[src/rtl/draw_pkg.sv]
// Shared mode codes, arena geometry and player FSM encoding for the draw pipeline.
package draw_pkg;

    localparam logic [2:0] MENU_MODE  = 3'b000;
    localparam logic [2:0] GAME_MODE  = 3'b001;
    localparam logic [2:0] LOSE_MODE  = 3'b010;
    localparam logic [2:0] WIN_MODE   = 3'b011;
    localparam logic [2:0] MULTI_WAIT = 3'b100;

    localparam int ARENA_TOP    = 317;
    localparam int ARENA_BOTTOM = 617;
    localparam int ARENA_LEFT   = 361;
    localparam int ARENA_RIGHT  = 661;
    localparam int ARENA_BORDER = 4;

    localparam logic [1:0] IDLE   = 2'd0;
    localparam logic [1:0] ALIVE  = 2'd1;
    localparam logic [1:0] INVULN = 2'd2;

    // Saturate a signed candidate coordinate into [lo, hi].
    function automatic logic [11:0] clamp12(input logic signed [12:0] v,
                                            input logic [11:0] lo,
                                            input logic [11:0] hi);
        if (v < $signed({1'b0, lo}))
            return lo;
        else if (v > $signed({1'b0, hi}))
            return hi;
        else
            return v[11:0];
    endfunction

endpackage

[src/rtl/draw_player_ctl.sv]
// Player control: frame tick detection, hit/invulnerability FSM and clamped per-frame motion.
module player_ctl
    import draw_pkg::*;
#(
    parameter int TOP_V_LINE    = ARENA_TOP,
    parameter int BOTTOM_V_LINE = ARENA_BOTTOM,
    parameter int LEFT_H_LINE   = ARENA_LEFT,
    parameter int RIGHT_H_LINE  = ARENA_RIGHT,
    parameter int PLAYER_SIZE   = 16,
    parameter int STEP          = 2,
    parameter int INVULN_FRAMES = 60
) (
    input  logic        clk,
    input  logic        rst,
    input  logic        vblnk_in,
    input  logic [2:0]  control_state,
    input  logic        move_up,
    input  logic        move_down,
    input  logic        move_left,
    input  logic        move_right,
    input  logic        hit,
    output logic [11:0] player_x,
    output logic [11:0] player_y,
    output logic [1:0]  state,
    output logic [7:0]  inv_cnt
);

    localparam logic [11:0] X_C   = 12'((LEFT_H_LINE + RIGHT_H_LINE - PLAYER_SIZE) / 2);
    localparam logic [11:0] Y_C   = 12'((TOP_V_LINE + BOTTOM_V_LINE - PLAYER_SIZE) / 2);
    localparam logic [11:0] X_MIN = 12'(LEFT_H_LINE);
    localparam logic [11:0] X_MAX = 12'(RIGHT_H_LINE - PLAYER_SIZE);
    localparam logic [11:0] Y_MIN = 12'(TOP_V_LINE);
    localparam logic [11:0] Y_MAX = 12'(BOTTOM_V_LINE - PLAYER_SIZE);
    localparam logic signed [12:0] STEP_S   = 13'(STEP);
    localparam logic [7:0]         INV_INIT = 8'(INVULN_FRAMES);

    logic                vblnk_prev;
    logic                tick;
    logic signed [12:0]  dx, dy;
    logic [11:0]         nx, ny;

    assign tick = vblnk_in & ~vblnk_prev;

    always_comb begin
        dx = '0;
        dy = '0;
        if (move_right && !move_left) dx = STEP_S;
        else if (move_left && !move_right) dx = -STEP_S;
        if (move_down && !move_up) dy = STEP_S;
        else if (move_up && !move_down) dy = -STEP_S;
        nx = clamp12($signed({1'b0, player_x}) + dx, X_MIN, X_MAX);
        ny = clamp12($signed({1'b0, player_y}) + dy, Y_MIN, Y_MAX);
    end

    always_ff @(posedge clk) begin
        if (rst) begin
            vblnk_prev <= 1'b0;
            state      <= IDLE;
            player_x   <= X_C;
            player_y   <= Y_C;
            inv_cnt    <= '0;
        end else begin
            vblnk_prev <= vblnk_in;
            // Leaving game mode wins over hit and tick.
            if (control_state != GAME_MODE) begin
                state    <= IDLE;
                player_x <= X_C;
                player_y <= Y_C;
                inv_cnt  <= '0;
            end else begin
                case (state)
                    IDLE: begin
                        state    <= ALIVE;
                        player_x <= X_C;
                        player_y <= Y_C;
                    end
                    ALIVE: begin
                        if (hit) begin
                            state   <= INVULN;
                            inv_cnt <= INV_INIT;
                        end
                        if (tick) begin
                            player_x <= nx;
                            player_y <= ny;
                        end
                    end
                    INVULN: begin
                        if (tick) begin
                            player_x <= nx;
                            player_y <= ny;
                            if (inv_cnt == 8'd1) begin
                                state   <= ALIVE;
                                inv_cnt <= '0;
                            end else begin
                                inv_cnt <= inv_cnt - 8'd1;
                            end
                        end
                    end
                    default: state <= IDLE;
                endcase
            end
        end
    end

endmodule

[src/rtl/draw_player.sv]
// Overlays the player square on the background stream; timing passes through one register.
module draw_player
    import draw_pkg::*;
#(
    parameter int          TOP_V_LINE    = ARENA_TOP,
    parameter int          BOTTOM_V_LINE = ARENA_BOTTOM,
    parameter int          LEFT_H_LINE   = ARENA_LEFT,
    parameter int          RIGHT_H_LINE  = ARENA_RIGHT,
    parameter int          PLAYER_SIZE   = 16,
    parameter int          STEP          = 2,
    parameter logic [11:0] PLAYER_COLOR  = 12'h0_f_f,
    parameter int          INVULN_FRAMES = 60
) (
    input  logic        clk,
    input  logic        rst,
    input  logic [11:0] hcount_in,
    input  logic [11:0] vcount_in,
    input  logic        hsync_in,
    input  logic        vsync_in,
    input  logic        hblnk_in,
    input  logic        vblnk_in,
    input  logic [11:0] rgb_in,
    input  logic [2:0]  control_state,
    input  logic        move_up,
    input  logic        move_down,
    input  logic        move_left,
    input  logic        move_right,
    input  logic        hit,
    output logic [11:0] hcount_out,
    output logic [11:0] vcount_out,
    output logic        hsync_out,
    output logic        vsync_out,
    output logic        hblnk_out,
    output logic        vblnk_out,
    output logic [11:0] rgb_out,
    output logic [11:0] player_x,
    output logic [11:0] player_y,
    output logic        invuln
);

    logic [1:0]  state;
    logic [7:0]  inv_cnt;
    logic        in_sprite;
    logic        show;

    player_ctl #(
        .TOP_V_LINE    (TOP_V_LINE),
        .BOTTOM_V_LINE (BOTTOM_V_LINE),
        .LEFT_H_LINE   (LEFT_H_LINE),
        .RIGHT_H_LINE  (RIGHT_H_LINE),
        .PLAYER_SIZE   (PLAYER_SIZE),
        .STEP          (STEP),
        .INVULN_FRAMES (INVULN_FRAMES)
    ) u_ctl (
        .clk           (clk),
        .rst           (rst),
        .vblnk_in      (vblnk_in),
        .control_state (control_state),
        .move_up       (move_up),
        .move_down     (move_down),
        .move_left     (move_left),
        .move_right    (move_right),
        .hit           (hit),
        .player_x      (player_x),
        .player_y      (player_y),
        .state         (state),
        .inv_cnt       (inv_cnt)
    );

    assign invuln = (state == INVULN);

    // Blink during invulnerability: hidden while bit 3 of the frame counter is set.
    always_comb begin
        in_sprite = (hcount_in >= player_x) && (hcount_in < player_x + 12'(PLAYER_SIZE)) &&
                    (vcount_in >= player_y) && (vcount_in < player_y + 12'(PLAYER_SIZE));
        show      = in_sprite && !hblnk_in && !vblnk_in && (state != IDLE) &&
                    ((state == ALIVE) || !inv_cnt[3]);
    end

    always_ff @(posedge clk) begin
        if (rst) begin
            hcount_out <= '0;
            vcount_out <= '0;
            hsync_out  <= 1'b0;
            vsync_out  <= 1'b0;
            hblnk_out  <= 1'b0;
            vblnk_out  <= 1'b0;
            rgb_out    <= '0;
        end else begin
            hcount_out <= hcount_in;
            vcount_out <= vcount_in;
            hsync_out  <= hsync_in;
            vsync_out  <= vsync_in;
            hblnk_out  <= hblnk_in;
            vblnk_out  <= vblnk_in;
            rgb_out    <= show ? PLAYER_COLOR : rgb_in;
        end
    end

endmodule

[config.mk]
export PLATFORM = sky130hd
export DESIGN_NAME = draw_player
export DESIGN_NICKNAME = d
export VERILOG_FILES = /design/src/rtl/draw_pkg.sv /design/src/rtl/draw_player_ctl.sv /design/src/rtl/draw_player.sv
export SDC_FILE = /design/constraint.sdc
export NUM_CORES = 1
export LEC_CHECK = 0
export CORE_MARGIN = 4
export CORE_UTILIZATION = 40
export DETAILED_ROUTE_END_ITERATION = 6
export PLACE_DENSITY = 0.67
export SETUP_SLACK_MARGIN = 0.05
export SYNTH_ARGS = -nofsm -noshare
export SYNTH_HDL_FRONTEND = slang
export SYNTH_SLANG_ARGS = --single-unit
[constraint.sdc]
create_clock -name clk -period 5.28 [get_ports clk]
set_input_delay 1.32 -clock clk [delete_from_list [all_inputs] [get_ports clk]]
set_output_delay 1.32 -clock clk [all_outputs]
set_load 0.005 [all_outputs]
[After elaboration in Yosys (flattened, before gate mapping)]
Cells that the tools add are included.
Storage, ports and cells
  bits in registers: 74
  output and inout bits: 65
Operators by class
  add/subtract/negate cells: 5
  magnitude comparators: 8
  eq/ne operators: 8
  multiplexer cells: 21
  bitwise gates (word level): 2
  reductions and logical operators: 29
Operators with widths (number)
  $mux 12: 6
  $mux 13: 4
  $pmux 12 s2: 2
  $mux 8: 4
  $add 13x13->13: 2
  $gt 13x11->1 const B: 2
  $lt 13x10->1 const B: 2
  $add 12x5->12 const B: 2
  $ge 12x12->1: 2
  $lt 12x12->1: 2
  $pmux 8 s2: 1
  $logic_and 1x1->1: 11
  $eq 8x1->1 const B: 1
  $sub 8x1->8 const B: 1
  $logic_not 1->1: 7
  $mux 2: 3
  $ne 2x1->1 const B: 3
  $pmux 2 s3: 1
  $reduce_and 3->1: 2
  $reduce_bool 2->1: 3
  $reduce_or 2->1: 3
  $ne 3x1->1 const B: 1
  $eq 2x1->1 const B: 1
  $eq 2x2->1 const B: 1
  other kinds (6): 6

[Depth between registers and ports, before layout]
Gate-level depths: netlist (run 1).
  depth after elaboration: 10
  depth in mapped cells: 17

[Modules after synthesis]
From an unflattened synthesis (run 1), not the netlist that was laid out.
Second synthesis, totals
  cells, all modules: 704
  area total of the unflattened synthesis: 5686.7 µm²
Modules (own cells, without submodules)
  player_ctl: instances 1, cells each 450, area an instance 3345.7 µm²
  draw_player: instances 1, cells each 254, area an instance 2341.0 µm²

[Worst setup path after synthesis (run 1)]
OpenSTA, ideal clock, no wires.
  kind: input to register
  start: in move_down
  end: reg u_ctl.player_y[4]
  library setup time: 0.115 ns
  arrival time: 4.380 ns
  path slack: 0.785 ns
  cell stages on the path: 17
  buffers on the path: 4
  cells stage by stage: inv_1 > ha_1 > buf_4 > buf_4 > buf_2 > buf_2 > xor2_1 > ha_1 > o22ai_1 > a31oi_1 > a31oi_1 > mux4_2 > a32oi_1 > a21oi_1 > a2111oi_4 > a21oi_2 > o21a_1
Between the ends
  cells in the longest elaborated chain, start to end: 10
Ends and longest elaborated chain
  from (decl): RTL line draw_player.sv:25  | input logic move_down,
  $logic_not 1->1: RTL line draw_player_ctl.sv:50  | else if (move_up && !move_down) dy = -STEP_S;
  $logic_and 1x1->1: RTL line draw_player_ctl.sv:50
  $mux 13: RTL line draw_player_ctl.sv:50
  $mux 13 *: RTL line draw_player_ctl.sv:49  | if (move_down && !move_up) dy = STEP_S;
  $add 13x13->13 *: RTL line draw_player_ctl.sv:52  | ny = clamp12($signed({1'b0, player_y}) + dy, Y_MIN, Y_MAX);
  $gt 13x11->1: RTL line draw_pkg.sv:26  | else if (v > $signed({1'b0, hi}))
  $mux 12: RTL line draw_pkg.sv:26
  $mux 12 *: RTL line draw_pkg.sv:24  | if (v < $signed({1'b0, lo}))
  $mux 12 *: RTL line draw_player_ctl.sv:82, draw_player_ctl.sv:88
  $pmux 12 s2 *: RTL line draw_player_ctl.sv:71  | case (state)
  to (signal assigned): RTL line draw_player_ctl.sv:84  | player_y <= ny;
  to (signal assigned): RTL line draw_player_ctl.sv:90  | player_y <= ny;
  to (decl): RTL line draw_player_ctl.sv:23  | output logic [11:0] player_y,
Mark *: on every way between the ends. The rest lies on a longest branch, timed or not. The select of a mux whose other input is x is not followed.
A chain may end at the register's enable or synchronous reset.

[Worst setup path in the final report (run 1)]
Same ends and word-level chain as after synthesis.

==> reports/metrics.yaml, run 1 <==
clocking:
  cts_hold_buf: 0
  path_clk_slew_ns: 0.06
  cts_tree: "built"
  clk_path_buf_depth: 2
  h-tree-depth: 3
  cts_buffers: 9
  cts_resized: 0
  clock_latency_ns: 0.33
  post-cts-setup-buffers: 0
  cts_sinks: 74
  root_buffer: "clkbuf_16"
global_route:
  grt_util_met3_pct: 4.32
  overflow: 0
  gr-max-usage-layer: "met2"
  grt_pass1_wl_um: 27100
  grt_use_met1_pct: 27.9
  grt_max_degree: 40
  first_global_vias: 5255
  grt_usage_pct: 20.5
  use_met2_pct: 33.0
  antenna_found_initial: 0
route:
  totalWireLength_um: 16600
  drcViolationCount: 0
  num_vias: 5497
  post_drt_wl_per_cell_um: 17.2
  via_per_inst: 5.69
  drt-pass1-iter-count: 5
  drtAntennaViolNets: 0
  drtIter0Drc: 473
floorplanning:
  ioPinCount: 115
  die_w_um: 126
  initial_utilization_pct: 41.4
  rows: 42
  die_area_um2: 15900
  die_h_um: 126
  core_area_um2: 13500
power:
  power-per-cell-area_nw_per_um2: 205
  p_leak_nw: 2.77
  peakVddDrop_uv: 203
cells_and_area:
  final_nets: 891
  layout-drive-gt1-share_pct: 5.44
  diodes: 0
  design_area_um2: 7110
  syn2layout_area_growth_pct: 27.7
  fill_cells: 1290
setup_path:
  criticalPathCategory: "input pin to flop"
  arrival_ns: 4.79
  end_kind: "flop"
  startpoint_type: "input pin"
  worstPathMaxFanout: 5
  required_ns: 5.50
timing:
  worst_pin_slew_ns: 0.684
  finalMaxSlewViolations: 0
  setup_viol: 0
  layout_min_cycle_time_ns: 4.57
  clock.fmax_mhz: 219
  finalClockSkew_ns: 0.00780
  setup_tns_ns: 0
  period_share_pct: 86.5
  finalHoldViolCount: 0
  grt_setup_unrepaired: "false"
  timing.hold.ws_ns: 0.532
  slew_headroom_pct: 54.3
yosys:
  syn_inst: 687
  synth_top_cell_area_share_pct: 26.6
  synthTopCellsByArea: "dfxtp_1 27%, ha_1 13%, xnor2_1 4.9%, a21oi_1 4.3%, nor2b_1 4.2%"
  ys_seq_area_share_pct: 26.6
  synth_nets: 793
  yosys.area.top_type: "dfxtp_1"
  synth-async-reset-ratio_pct: 0
  synth_edf_count: 0
  synthTopCellsByCount: "74 x dfxtp_1, 56 x ha_1, 48 x a21oi_1, 48 x inv_1, 47 x nor2_1"
  syn_area_per_cell_um2: 8.10
  synth_most_common_cell: "dfxtp_1"
  synth_flop_cell: "dfxtp_1"
  ys_warn_count: 0
  syn_area_um2: 5570
  synth-seq-cells: 74
  yosysUniqueCellTypes: 82
placement:
  dp_hpwl_um: 13000
  postPlaceCellArea_um2: 6810
  port_buffers: 114
  gp_congestion: 0.922
job:
  cap_violations: 0
outcome:
  status: "finished, final reports clean"
min_path:
  holdCritPathClass: "flop to flop"
==> routing by layer <==
metal  share of wire, %  vias up
met3                6.1       27
met2                 45      199
li1                   -     2666
met5                  0        -
met4                1.6        0
met1                 47     2605
==> cells in the final DEF, fill, tap and decap left out, types with 7 or more instances in the layout <==
| cell | instances |
|---|---|
| ha_1 | 56 |
| dfxtp_1 | 74 |
| nand4_1 | 10 |
| a21o_1 | 7 |
| nor2_1 | 47 |
| a21oi_1 | 48 |
| a31oi_1 | 10 |
| clkbuf_16 | 9 |
| nor2b_1 | 37 |
| xnor2_1 | 31 |
| nor3_1 | 24 |
| o21ai_0 | 36 |
| nand3_1 | 26 |
| and2_1 | 7 |
| nand2b_1 | 9 |
| a211oi_1 | 7 |
| xor2_1 | 8 |
| and3b_1 | 7 |
| o21a_1 | 9 |
| o211ai_1 | 8 |
| nand2_1 | 38 |
| a32o_1 | 7 |
| clkdlybuf4s50_1 | 114 |
| inv_1 | 48 |
==> power breakdown <==
group / total [mW] / switching (mW) / internal (mW)
Combinational: 0.270 / 0.133 / 0.138
Sequential: 0.581 / 0.00528 / 0.575
Clock: 0.610 / 0.242 / 0.368
Total: 1.46 / 0.380 / 1.08
==> state kept, by name (all words and copies together) (netlist names) <==
signal / count
u_ctl.player_x: 12
hblnk_out: 1
u_ctl.state: 2
vsync_out: 1
rgb_out: 12
vcount_out: 12
u_ctl.vblnk_prev: 1
hsync_out: 1
u_ctl.player_y: 12
u_ctl.inv_cnt: 8
hcount_out: 12
==> final timing paths <==
kind                                        start           endpoint  slack, ns  cells after the start
worst max-delay path                    move_down  u_ctl.player_y[4]       0.71                     15
worst min-delay path             u_ctl.inv_cnt[5]   u_ctl.inv_cnt[5]       0.53                      2
worst max register to register  u_ctl.player_y[7]        rgb_out[11]       2.00                     11
worst min register to register   u_ctl.inv_cnt[5]   u_ctl.inv_cnt[5]       0.53                      2
==> critical path, cell delays in order <==
cell,delay [ns]
clkdlybuf4s50_1,0.45
inv_1,0.05
ha_1,0.26
inv_1,0.04
ha_1,0.22
ha_1,0.26
o22ai_1,0.14
a31oi_1,0.10
a31oi_1,0.45
mux4_2,0.39
a32oi_1,0.21
a21oi_1,0.14
a2111oi_4,0.48
a21oi_2,0.10
o21a_1,0.17
==> cells by family (layout without fill, tap and decap cells) <==
group	after synthesis	count (layout)	synth area share [%]
buffers and inverters	87	190	6.63
AOI/OAI and AO/OA	189	189	23.9
adders and majority gates	56	56	12.6
muxes	5	5	1.17
xor gates and xnor gates	39	39	6.13
and+or+nand+nor	237	237	23.0
DFF	74	74	26.6
==> cell type report <==
class / instances / area [µm²] / share of cell area, %
Tap cell: 176 / 220 / 3.10
Timing Repair Buffer: 120 / 1190 / 16.7
Multi-Input combinational cell: 526 / 3720 / 52.3
Inverter: 54 / 208 / 2.92
Clock buffer: 10 / 229 / 3.22
Sequential cell: 74 / 1480 / 20.8
Clock inverter: 6 / 66.3 / 0.933
==> metrics by stage <==
| step | power, mW | util, % | worst slack (ns) | std cells |
|---|---|---|---|---|
| after CTS | 1.48 | 52.8 | 0.746 | 966 |
| final | 1.46 | 52.8 | 0.713 | 966 |
| after detailed placement | 0.862 | 50.6 | 0.398 | 950 |
| after floorplan | 0.748 | - | 0.785 | 687 |
| after global placement | 0.856 | 50.6 | 0.531 | 950 |
| after global routing | 1.53 | 52.8 | 0.536 | 966 |
Power figures use the tool's default switching activity.
==> inputs of run 2 (changes only) <==
--- a/config.mk
+++ b/config.mk
@@ -7,6 +7,7 @@
 export LEC_CHECK = 0
 export CORE_MARGIN = 4
 export CORE_UTILIZATION = 40
+export CTS_CLUSTER_DIAMETER = 200
 export DETAILED_ROUTE_END_ITERATION = 6
 export PLACE_DENSITY = 0.67
 export SETUP_SLACK_MARGIN = 0.05
==> results of run 2 <==
No change in the layout: final DEF, timing and power equal those of run 1.
==> inputs of run 3 (changes only) <==
--- a/config.mk
+++ b/config.mk
@@ -11,6 +11,7 @@
 export DETAILED_ROUTE_END_ITERATION = 6
 export PLACE_DENSITY = 0.67
 export SETUP_SLACK_MARGIN = 0.05
+export SLEW_MARGIN = 30
 export SYNTH_ARGS = -nofsm -noshare
 export SYNTH_HDL_FRONTEND = slang
 export SYNTH_SLANG_ARGS = --single-unit
==> results of run 3 <==
No change in the layout: final DEF, timing and power equal those of run 1.
